**src/rtl/arc_pkg.sv**
```systemverilog
// Shared types for the unified-memory arbiter: requester source encoding and
// the per-access tag that travels alongside each memory access.
package arc_pkg;

    typedef enum logic [1:0] {SRC_NONE, SRC_INSTR, SRC_DATA} mem_src_e;

    typedef struct packed {
        logic     valid;
        mem_src_e src;
        logic     we;
        logic     killed;
    } mem_tag_t;

    localparam int MEM_LAT_MAX = 4;

    localparam mem_tag_t TAG_NONE = '0;

    // A redirect only invalidates instruction fetches; data accesses always complete.
    function automatic mem_tag_t kill_instr(input mem_tag_t tag, input logic flush);
        mem_tag_t t;
        t = tag;
        if (flush && tag.valid && (tag.src == SRC_INSTR)) begin
            t.killed = 1'b1;
        end
        return t;
    endfunction

endpackage

```
**src/rtl/mem_arbiter_if.sv**
```systemverilog
// Bundle of fetch/load-store request and response signals plus the external
// memory port, shared between the core requesters and mem_arbiter.
// Handshake: a request transfers on any cycle where valid && ready; responses are
// single-cycle valid pulses with no backpressure and must always be sunk.
interface mem_arbiter_if #(
    parameter int ADDR_W = 32,
    parameter int DATA_W = 32
);
    logic              i_ireq_valid;
    logic [ADDR_W-1:0] i_ireq_addr;
    logic              o_ireq_ready;
    logic              o_irsp_valid;
    logic [DATA_W-1:0] o_irsp_data;
    logic              i_dreq_valid;
    logic              i_dreq_we;
    logic [ADDR_W-1:0] i_dreq_addr;
    logic [DATA_W-1:0] i_dreq_wdata;
    logic              o_dreq_ready;
    logic              o_drsp_valid;
    logic [DATA_W-1:0] o_drsp_data;
    logic              i_flush;
    logic              o_mem_en;
    logic              o_mem_we;
    logic [ADDR_W-1:0] o_mem_addr;
    logic [DATA_W-1:0] o_mem_wdata;
    logic [DATA_W-1:0] i_mem_rdata;
    logic              o_stall;

    modport slave (
        input  i_ireq_valid, i_ireq_addr, i_dreq_valid, i_dreq_we, i_dreq_addr,
               i_dreq_wdata, i_flush, i_mem_rdata,
        output o_ireq_ready, o_irsp_valid, o_irsp_data, o_dreq_ready, o_drsp_valid,
               o_drsp_data, o_mem_en, o_mem_we, o_mem_addr, o_mem_wdata, o_stall
    );

    modport master (
        output i_ireq_valid, i_ireq_addr, i_dreq_valid, i_dreq_we, i_dreq_addr,
               i_dreq_wdata, i_flush, i_mem_rdata,
        input  o_ireq_ready, o_irsp_valid, o_irsp_data, o_dreq_ready, o_drsp_valid,
               o_drsp_data, o_mem_en, o_mem_we, o_mem_addr, o_mem_wdata, o_stall
    );

endinterface

```
**src/rtl/mem_tag_pipe.sv**
```systemverilog
// Fixed-latency delay line of access tags; a flush marks every in-flight
// instruction tag as killed while the newly pushed tag enters clean.
module mem_tag_pipe
    import arc_pkg::*;
#(
    parameter int MEM_LAT = 1
) (
    input  logic     i_clk,
    input  logic     i_rst_n,
    input  mem_tag_t i_tag,
    input  logic     i_flush,
    output mem_tag_t o_tag
);

    mem_tag_t r_stage [MEM_LAT];

    always_ff @(posedge i_clk or negedge i_rst_n) begin
        if (!i_rst_n) begin
            for (int k = 0; k < MEM_LAT; k++) begin
                r_stage[k] <= TAG_NONE;
            end
        end else begin
            r_stage[0] <= i_tag;
            for (int k = 1; k < MEM_LAT; k++) begin
                r_stage[k] <= kill_instr(r_stage[k-1], i_flush);
            end
        end
    end

    // The tag leaving the last stage lines up with the memory read data.
    assign o_tag = r_stage[MEM_LAT-1];

endmodule

```
**src/rtl/mem_arbiter.sv**
```systemverilog
// Arbitrates fetch and load/store requests onto the single-ported memory,
// with data priority, a fetch starvation guard and tagged response routing.
module mem_arbiter
    import arc_pkg::*;
#(
    parameter int ADDR_W     = 32,
    parameter int DATA_W     = 32,
    parameter int MEM_LAT    = 1,
    parameter int MAX_DBURST = 4
) (
    input logic          i_clk,
    input logic          i_rst_n,
    mem_arbiter_if.slave i_bus
);

    localparam int SW = (MAX_DBURST < 1) ? 1 : $clog2(MAX_DBURST + 1);
    localparam logic [SW-1:0] DBURST_MAX = SW'(MAX_DBURST);

    logic [SW-1:0]     r_dstreak;
    logic              w_starved;
    logic              w_grant_i;
    logic              w_grant_d;
    logic              w_irsp;
    logic              w_drsp;
    logic [ADDR_W-1:0] w_mem_addr;
    logic [DATA_W-1:0] w_mem_wdata;
    mem_tag_t          w_push_tag;
    mem_tag_t          w_out_tag;

    // Grants are held off while reset is asserted so the memory strobe stays quiet.
    always_comb begin
        w_starved = (r_dstreak == DBURST_MAX);
        w_grant_d = i_rst_n && i_bus.i_dreq_valid && (!i_bus.i_ireq_valid || !w_starved);
        w_grant_i = i_rst_n && i_bus.i_ireq_valid && (!i_bus.i_dreq_valid || w_starved);
    end

    always_ff @(posedge i_clk or negedge i_rst_n) begin
        if (!i_rst_n) begin
            r_dstreak <= '0;
        end else if (!i_bus.i_ireq_valid || w_grant_i) begin
            r_dstreak <= '0;
        end else if (w_grant_d && !w_starved) begin
            r_dstreak <= r_dstreak + SW'(1);
        end
    end

    always_comb begin
        w_mem_addr  = '0;
        w_mem_wdata = '0;
        w_push_tag  = TAG_NONE;
        if (w_grant_d) begin
            w_mem_addr  = i_bus.i_dreq_addr;
            w_mem_wdata = i_bus.i_dreq_we ? i_bus.i_dreq_wdata : '0;
            w_push_tag  = '{valid: 1'b1, src: SRC_DATA, we: i_bus.i_dreq_we, killed: 1'b0};
        end else if (w_grant_i) begin
            w_mem_addr  = i_bus.i_ireq_addr;
            w_push_tag  = '{valid: 1'b1, src: SRC_INSTR, we: 1'b0, killed: 1'b0};
        end
    end

    assign i_bus.o_ireq_ready = w_grant_i;
    assign i_bus.o_dreq_ready = w_grant_d;
    assign i_bus.o_mem_en     = w_grant_i || w_grant_d;
    assign i_bus.o_mem_we     = w_grant_d && i_bus.i_dreq_we;
    assign i_bus.o_mem_addr   = w_mem_addr;
    assign i_bus.o_mem_wdata  = w_mem_wdata;
    assign i_bus.o_stall      = (i_bus.i_ireq_valid && !w_grant_i) ||
                                (i_bus.i_dreq_valid && !w_grant_d);

    mem_tag_pipe #(
        .MEM_LAT (MEM_LAT)
    ) u_tag_pipe (
        .i_clk   (i_clk),
        .i_rst_n (i_rst_n),
        .i_tag   (w_push_tag),
        .i_flush (i_bus.i_flush),
        .o_tag   (w_out_tag)
    );

    always_comb begin
        w_irsp = w_out_tag.valid && (w_out_tag.src == SRC_INSTR) && !w_out_tag.killed;
        w_drsp = w_out_tag.valid && (w_out_tag.src == SRC_DATA);
    end

    // Stores acknowledge with zero data rather than whatever the memory drives.
    assign i_bus.o_irsp_valid = w_irsp;
    assign i_bus.o_irsp_data  = w_irsp ? i_bus.i_mem_rdata : '0;
    assign i_bus.o_drsp_valid = w_drsp;
    assign i_bus.o_drsp_data  = (w_drsp && !w_out_tag.we) ? i_bus.i_mem_rdata : '0;

endmodule

```
**src/flat_wrapper.sv**
```systemverilog
// flat-port wrapper written by rule: the top's interface ports become plain ports
module mem_arbiter_flat import arc_pkg::*;
#(
    parameter int ADDR_W     = 32,
    parameter int DATA_W     = 32,
    parameter int MEM_LAT    = 1,
    parameter int MAX_DBURST = 4
)
  (i_clk, i_rst_n, i_bus_i_ireq_valid, i_bus_i_ireq_addr, i_bus_i_dreq_valid, i_bus_i_dreq_we, i_bus_i_dreq_addr, i_bus_i_dreq_wdata, i_bus_i_flush, i_bus_i_mem_rdata, i_bus_o_ireq_ready, i_bus_o_irsp_valid, i_bus_o_irsp_data, i_bus_o_dreq_ready, i_bus_o_drsp_valid, i_bus_o_drsp_data, i_bus_o_mem_en, i_bus_o_mem_we, i_bus_o_mem_addr, i_bus_o_mem_wdata, i_bus_o_stall);
  mem_arbiter_if #(.ADDR_W(ADDR_W), .DATA_W(DATA_W)) i_bus_i ();
  input logic i_clk;
  input logic i_rst_n;
  input wire logic [$bits(i_bus_i.i_ireq_valid)-1:0] i_bus_i_ireq_valid;
  input wire logic [$bits(i_bus_i.i_ireq_addr)-1:0] i_bus_i_ireq_addr;
  input wire logic [$bits(i_bus_i.i_dreq_valid)-1:0] i_bus_i_dreq_valid;
  input wire logic [$bits(i_bus_i.i_dreq_we)-1:0] i_bus_i_dreq_we;
  input wire logic [$bits(i_bus_i.i_dreq_addr)-1:0] i_bus_i_dreq_addr;
  input wire logic [$bits(i_bus_i.i_dreq_wdata)-1:0] i_bus_i_dreq_wdata;
  input wire logic [$bits(i_bus_i.i_flush)-1:0] i_bus_i_flush;
  input wire logic [$bits(i_bus_i.i_mem_rdata)-1:0] i_bus_i_mem_rdata;
  output wire logic [$bits(i_bus_i.o_ireq_ready)-1:0] i_bus_o_ireq_ready;
  output wire logic [$bits(i_bus_i.o_irsp_valid)-1:0] i_bus_o_irsp_valid;
  output wire logic [$bits(i_bus_i.o_irsp_data)-1:0] i_bus_o_irsp_data;
  output wire logic [$bits(i_bus_i.o_dreq_ready)-1:0] i_bus_o_dreq_ready;
  output wire logic [$bits(i_bus_i.o_drsp_valid)-1:0] i_bus_o_drsp_valid;
  output wire logic [$bits(i_bus_i.o_drsp_data)-1:0] i_bus_o_drsp_data;
  output wire logic [$bits(i_bus_i.o_mem_en)-1:0] i_bus_o_mem_en;
  output wire logic [$bits(i_bus_i.o_mem_we)-1:0] i_bus_o_mem_we;
  output wire logic [$bits(i_bus_i.o_mem_addr)-1:0] i_bus_o_mem_addr;
  output wire logic [$bits(i_bus_i.o_mem_wdata)-1:0] i_bus_o_mem_wdata;
  output wire logic [$bits(i_bus_i.o_stall)-1:0] i_bus_o_stall;
  assign i_bus_i.i_ireq_valid = i_bus_i_ireq_valid;
  assign i_bus_i.i_ireq_addr = i_bus_i_ireq_addr;
  assign i_bus_i.i_dreq_valid = i_bus_i_dreq_valid;
  assign i_bus_i.i_dreq_we = i_bus_i_dreq_we;
  assign i_bus_i.i_dreq_addr = i_bus_i_dreq_addr;
  assign i_bus_i.i_dreq_wdata = i_bus_i_dreq_wdata;
  assign i_bus_i.i_flush = i_bus_i_flush;
  assign i_bus_i.i_mem_rdata = i_bus_i_mem_rdata;
  assign i_bus_o_ireq_ready = i_bus_i.o_ireq_ready;
  assign i_bus_o_irsp_valid = i_bus_i.o_irsp_valid;
  assign i_bus_o_irsp_data = i_bus_i.o_irsp_data;
  assign i_bus_o_dreq_ready = i_bus_i.o_dreq_ready;
  assign i_bus_o_drsp_valid = i_bus_i.o_drsp_valid;
  assign i_bus_o_drsp_data = i_bus_i.o_drsp_data;
  assign i_bus_o_mem_en = i_bus_i.o_mem_en;
  assign i_bus_o_mem_we = i_bus_i.o_mem_we;
  assign i_bus_o_mem_addr = i_bus_i.o_mem_addr;
  assign i_bus_o_mem_wdata = i_bus_i.o_mem_wdata;
  assign i_bus_o_stall = i_bus_i.o_stall;
  mem_arbiter #(.ADDR_W(ADDR_W), .DATA_W(DATA_W), .MEM_LAT(MEM_LAT), .MAX_DBURST(MAX_DBURST)) u_core (.i_clk(i_clk), .i_rst_n(i_rst_n), .i_bus(i_bus_i));
endmodule
```
**config.mk**
```make
export PLATFORM = sky130hd
export DESIGN_NAME = mem_arbiter_flat
export DESIGN_NICKNAME = d
export VERILOG_FILES = /design/src/rtl/arc_pkg.sv /design/src/rtl/mem_arbiter_if.sv /design/src/rtl/mem_tag_pipe.sv /design/src/rtl/mem_arbiter.sv /design/src/flat_wrapper.sv
export SDC_FILE = /design/constraint.sdc
export NUM_CORES = 1
export LEC_CHECK = 0
export ABC_CLOCK_PERIOD_IN_PS = 2100
export CORE_AREA = 2 2 105 107
export CTS_BUF_LIST = sky130_fd_sc_hd__clkbuf_2
export CTS_CLUSTER_SIZE = 8
export DETAILED_ROUTE_END_ITERATION = 16
export DIE_AREA = 0 0 107 109
export GPL_TIMING_DRIVEN = 0
export PLACE_DENSITY = 0.56
export SLEW_MARGIN = 20
export SYNTH_ARGS = -nofsm -noshare
export SYNTH_HDL_FRONTEND = slang
export SYNTH_SLANG_ARGS = --single-unit
```
**constraint.sdc**
```tcl
create_clock -name i_clk -period 2.1 [get_ports i_clk]
set_input_delay 0.63 -clock i_clk [delete_from_list [all_inputs] [get_ports i_clk]]
set_output_delay 0.63 -clock i_clk [all_outputs]
set_load 0.02 [all_outputs]
```
# Word-level counts from Yosys, hierarchy flattened
# Index checks and enable logic that the tools add are counted.
# word_totals
reg_bits	8
latch_bits	0
mem_bits_rw	0
romBits	0
in_bits	134
out_inout_bits	135
word_cells	44
mem_count	0
# op_classes
n_addsub	1
mul	0
div	0
magnitude_cmp	0
eq_ne	3
shift	0
muxes	10
n_bitwise	0
n_reduce_logical	25
# op_table
operator	n
two-way mux 32 bit	6
logical AND 1 bit	12
two-way mux 5 bit	2
zero test 1 bit	7
two-way mux 3 bit	2
logical OR 1 bit	5
adder 3 x 1 -> 3 bit (second input constant)	1
equality test 3 bit (second input constant)	1
equality test 2 x 1 -> 1 bit (second input constant)	1
equality test 2 bit (second input constant)	1
nonzero test 2 bit	1

# Longest topological paths before layout
# logic_depth
ltp_word	7
depth_mapped	6
ltp_nobuf	5

# Hierarchy
# From an unflattened synthesis, not the netlist that was laid out.
# hier_totals
cells_unflattened	186
area_unflattened_um2	1392.6
# by_module_without_submodules
module	instances	cells_per_inst	area_per_inst_um2	seq_area_each_um2
mem_arbiter	1	181	1267.5	75.1
mem_tag_pipe	1	5	125.1	125.1

# Worst setup path after synthesis
# Ideal clock, no wire load.
# synth_path
path_kind	input -> output
start	in i_bus_i_dreq_valid
end	out i_bus_o_mem_wdata[22]
t_arrival_ps	1579
required_ps	1470
setup_slack_ps	-109
cell_stages	5
cell_sequence	buf_4 -> nand3_1 -> a31oi_2 -> buf_2 -> and2_1
# synth_between
elab_chain_len	3
# synth_rtl
element	line_no	text
from (decl)	flat_wrapper.sv:15	input wire logic [$bits(i_bus_i.i_dreq_valid)-1:0] i_bus_i_dreq_valid;
logical AND 1 bit (2 in series)	mem_arbiter.sv:33	w_grant_d = i_rst_n && i_bus.i_dreq_valid && (!i_bus.i_ireq_valid || !w_starved);
two-way mux 32 bit	mem_arbiter.sv:51	if (w_grant_d) begin
to (decl)	flat_wrapper.sv:30	output wire logic [$bits(i_bus_i.o_mem_wdata)-1:0] i_bus_o_mem_wdata;
# Every way passes these cells.

# Final worst setup path
# layout_path
start	reg u_core.r_dstreak[0]
end	out i_bus_o_mem_addr[21]
# layout_between
elab_chain_len	5
# layout_rtl
element	line_no	text
from (decl)	mem_arbiter.sv:19	logic [SW-1:0] r_dstreak;
from (signal assigned)	mem_arbiter.sv:43	r_dstreak <= r_dstreak + SW'(1);
equality test 3 bit *	mem_arbiter.sv:32	w_starved = (r_dstreak == DBURST_MAX);
logical OR 1 bit / zero test 1 bit (equally long branches)	mem_arbiter.sv:34, mem_arbiter.sv:33	
logical AND 1 bit / logical OR 1 bit (equally long branches)	mem_arbiter.sv:34, mem_arbiter.sv:33	
two-way mux 32 bit / logical AND 1 bit (equally long branches)	mem_arbiter.sv:55, mem_arbiter.sv:33	
two-way mux 32 bit *	mem_arbiter.sv:51	
to (decl)	flat_wrapper.sv:29	output wire logic [$bits(i_bus_i.o_mem_addr)-1:0] i_bus_o_mem_addr;
# Every way passes the cells marked *; elsewhere a longest branch is shown, timed or not.

==> results.txt <==
----------------------------------------------------
[Place]
  DP HPWL ... 6920 µm
  Final weighted congestion in routability-driven placement ... a little under 0.8
  Total of buffers placed on input and output ports ... between 200 and 300

[Power and ir drop]
  Power per unit of standard cell area ... 206 nW/µm²
  IR drop worst, VDD ... 167 µV
  Static Leak ... about 2.4 nW
  Total power after layout ... roughly 1.1 mW

[Clock tree]
  Clock Tree Root ... sky130_fd_sc_hd__clkbuf_2
  CTS buffer count ... 3
  Number of levels in the clock H-tree ... 1
  Max Buffers Root-to-Sink ... 2
  Clock latency on the worst-skew pair ... about 230 ps
  # hold bufs at CTS ... 0
  TritonCTS clock tree ... yes
  Clock Sink Count ... 7
  Clock slew seen by the registers of the worst setup and hold paths ... about 70 ps

[Timing]
  Worst hold margin ... around 180 ps
  Max Clk Rate ... between 0.4 and 0.5 GHz
  Setup Skew ... roughly 5.8 ps
  Number of failing hold endpoints at the final stage ... 0
  Final critical-path share of the clock period ... 109%
  Min Clock Period, post-route ... 2300 ps
  Final setup vio count ... around 90
  Worst-margin pin slew ... ~320 ps
  Unrepaired setup endpoints after global routing ... true
  Smallest setup slack after layout ... -198 ps
  Final Max Tran Viols ... 0
  Worst slew margin relative to its limit ... roughly four fifths

[Global route]
  Global-route wire length before repair ... roughly 12000 µm
  Total routing usage reported by global routing ... a little over an eighth
  Maximum number of pins on one net before global-route repair ... 15
  Remaining global-route overflow ... 0
  Number of antenna violations at the first check in global routing ... 0
  Via count of the first global-routing pass ... between 2000 and 2500

[Worst setup path]
  Required time worst endpoint ... around 1500 ps
  Launching point of the worst reg2reg path ... u_core.r_dstreak[0]$_DFFE_PN0P_
  Worst setup path category ... flip-flop to output port
  Critical path endpoint category ... output port
  Critical path fanouts, max ... 7
  Crit start category ... flip-flop
  Data arrival time of the critical path ... between 1500 and 2000 ps
  Worst setup path startpoint ... u_core.r_dstreak[0]$_DFFE_PN0P_

[Yosys]
  Synthesized instance count ... ~180
  Cell Area, Synth ... around 1400 µm²
  Mean Syn Cell Area ... around 7.4 µm²
  Register area share after synthesis ... between 10 and 15%
  Synth cell types ... 25
  Yosys reg bits ... 7
  Count of warnings emitted by yosys ... 0
  Post-synthesis net count ... between 300 and 400

[Floorplanning]
  DIE AREA ... between 10000 and 15000 µm²
  Io pins ... about 270
  Die span in x ... 107 µm
  Area of the core ... about 11000 µm²
  Initial cell density of the core ... about an eighth
  Die Ht ... ~110 µm
  Site row count ... 38

[Detailed routing]
  Total via count after detailed routing ... about 2500
  Count of routing violations after the opening detailed-route iteration ... between 70 and 80
  Remaining DRCs ... 0
  Routed vias/inst ... about 4.0
  Wire length per cell ... about 14 µm
  Number of nets with antenna violations after routing ... 0
  Total Wirelength ... approximately 9100 µm
  First-pass iteration count of the detailed router ... 3

[Status]
  Failing checks ... setup timing
  Outcome ... complete, but fails checks

[Layout]
  FILL cells ... around 1000
  Total Nets Final ... about 630
  Layout-stage area growth over the synthesis result ... 280%
  Fraction of layout instances using a drive strength above 1 ... between 50% and 60%
  Antenna Cells ... 0
  Leading cell types in the layout, fill and taps excluded ... sky130_fd_sc_hd__buf_6, sky130_fd_sc_hd__clkdlybuf4s50_1, sky130_fd_sc_hd__and2_4

[Job]
  MaxCap Viol Count ... 0

[Worst hold path]
  Type of the worst min-delay path ... input pin to async pin

----------------------------------------------------
==> cell families (layout without fill, tap and decap cells) <==
family,count (synthesis),count (layout),share of synthesized area (%)
buf+inv,20,331,7.63
fa+ha+maj,3,3,2.57
simple gates,113,113,50.3
flops,7,7,12.9
compound gates,40,40,26.7
==> synth_stat cells, drive strengths merged <==
library cell	instances	area (µm²)
a21boi	2	15.0
a21oi	2	21.3
a22o	32	280
a31oi	2	33.8
and2	96	601
buf	8	55.1
clkbuf	9	37.5
dfrtp	7	175
ha	2	25.0
inv	3	11.3
maj3	1	10.0
nand2	6	25.0
nand3	1	5.00
nand4	1	6.26
nand4b	1	8.76
nor2	5	18.8
nor3	1	5.00
nor3b	2	15.0
o21a	1	7.51
o21ai	1	5.00
==> power by group <==
part	switching (mW)	total (mW)	internal [mW]
combinational	0.298	0.822	0.524
sequential	0.00490	0.145	0.140
clock	0.0489	0.0995	0.0506
==> flip-flops by register name (all words and copies together) (netlist names) <==
name and count:
u_core.u_tag_pipe.o_tag 4, u_core.r_dstreak 3
==> final timing paths <==
kind                            slack, ps                              endpoint  cells after the start
worst max register to register        610       u_core.r_dstreak[2]$_DFFE_PN0P_                      8
worst min-delay path                  180       u_core.r_dstreak[0]$_DFFE_PN0P_                      1
min in group i_clk                    640  u_core.u_tag_pipe.o_tag[2]$_DFF_PN0_                      2
worst min register to register        700       u_core.r_dstreak[1]$_DFFE_PN0P_                      3
max in group asynchronous            1770  u_core.u_tag_pipe.o_tag[2]$_DFF_PN0_                      1
worst max-delay path                 -200                  i_bus_o_mem_addr[21]                      8
==> layer usage <==
metal / global-route usage (%) / wire length [µm] / vias up
met4: 1.02 / 74 / 0
met1: 13.8 / 3060 / 1138
li1: - / - / 1245
met2: 26.1 / 5010 / 149
met5: 0 / 0 / -
met3: 4.60 / 977 / 6
==> final cells by class <==
class | count | area [µm²] | area share, %
buffer | 14 | 180 | 3.48
tap | 140 | 175 | 3.39
inverter | 3 | 11.3 | 0.218
clock buffer | 4 | 20.0 | 0.387
sequential | 7 | 176 | 3.41
timing repair buffer | 310 | 3210 | 62.1
multi-input combinational | 156 | 1390 | 27.0
==> worst max-delay path, cell delays in order, from the launching register on <==
cell	delay (ps)
sky130_fd_sc_hd__dfrtp_1	390
sky130_fd_sc_hd__inv_2	80
sky130_fd_sc_hd__ha_4	180
sky130_fd_sc_hd__nand2_4	60
sky130_fd_sc_hd__a21oi_4	170
sky130_fd_sc_hd__buf_12	150
sky130_fd_sc_hd__buf_6	110
sky130_fd_sc_hd__a22o_1	150
sky130_fd_sc_hd__buf_6	130
==> through the flow <==
stage | setup TNS (ps) | worst slack (ps) | utilization (%) | instance area [µm²] | cells
finish | -10880 | -198 | 48.8 | 5170 | 634
global route | -19120 | -284 | 48.8 | 5170 | 634
CTS | -19600 | -236 | 44.7 | 4740 | 616
detailed placement | -131250 | -1500 | 40.6 | 4310 | 588
global placement | -130490 | -1510 | 40.6 | 4310 | 588
floorplan | -2010 | -76.0 | - | 1480 | 183
==> repair_timing <==
| action | CTS | global route |
|---|---|---|
| pin swaps | 39 | 43 |
| buffers inserted | 19 | 19 |
| resized for setup | 606 | 288 |
| endpoints found under the setup margin | 134 | 134 |
| cloned | 6 | 5 |
Power figures use the tool's default switching activity.
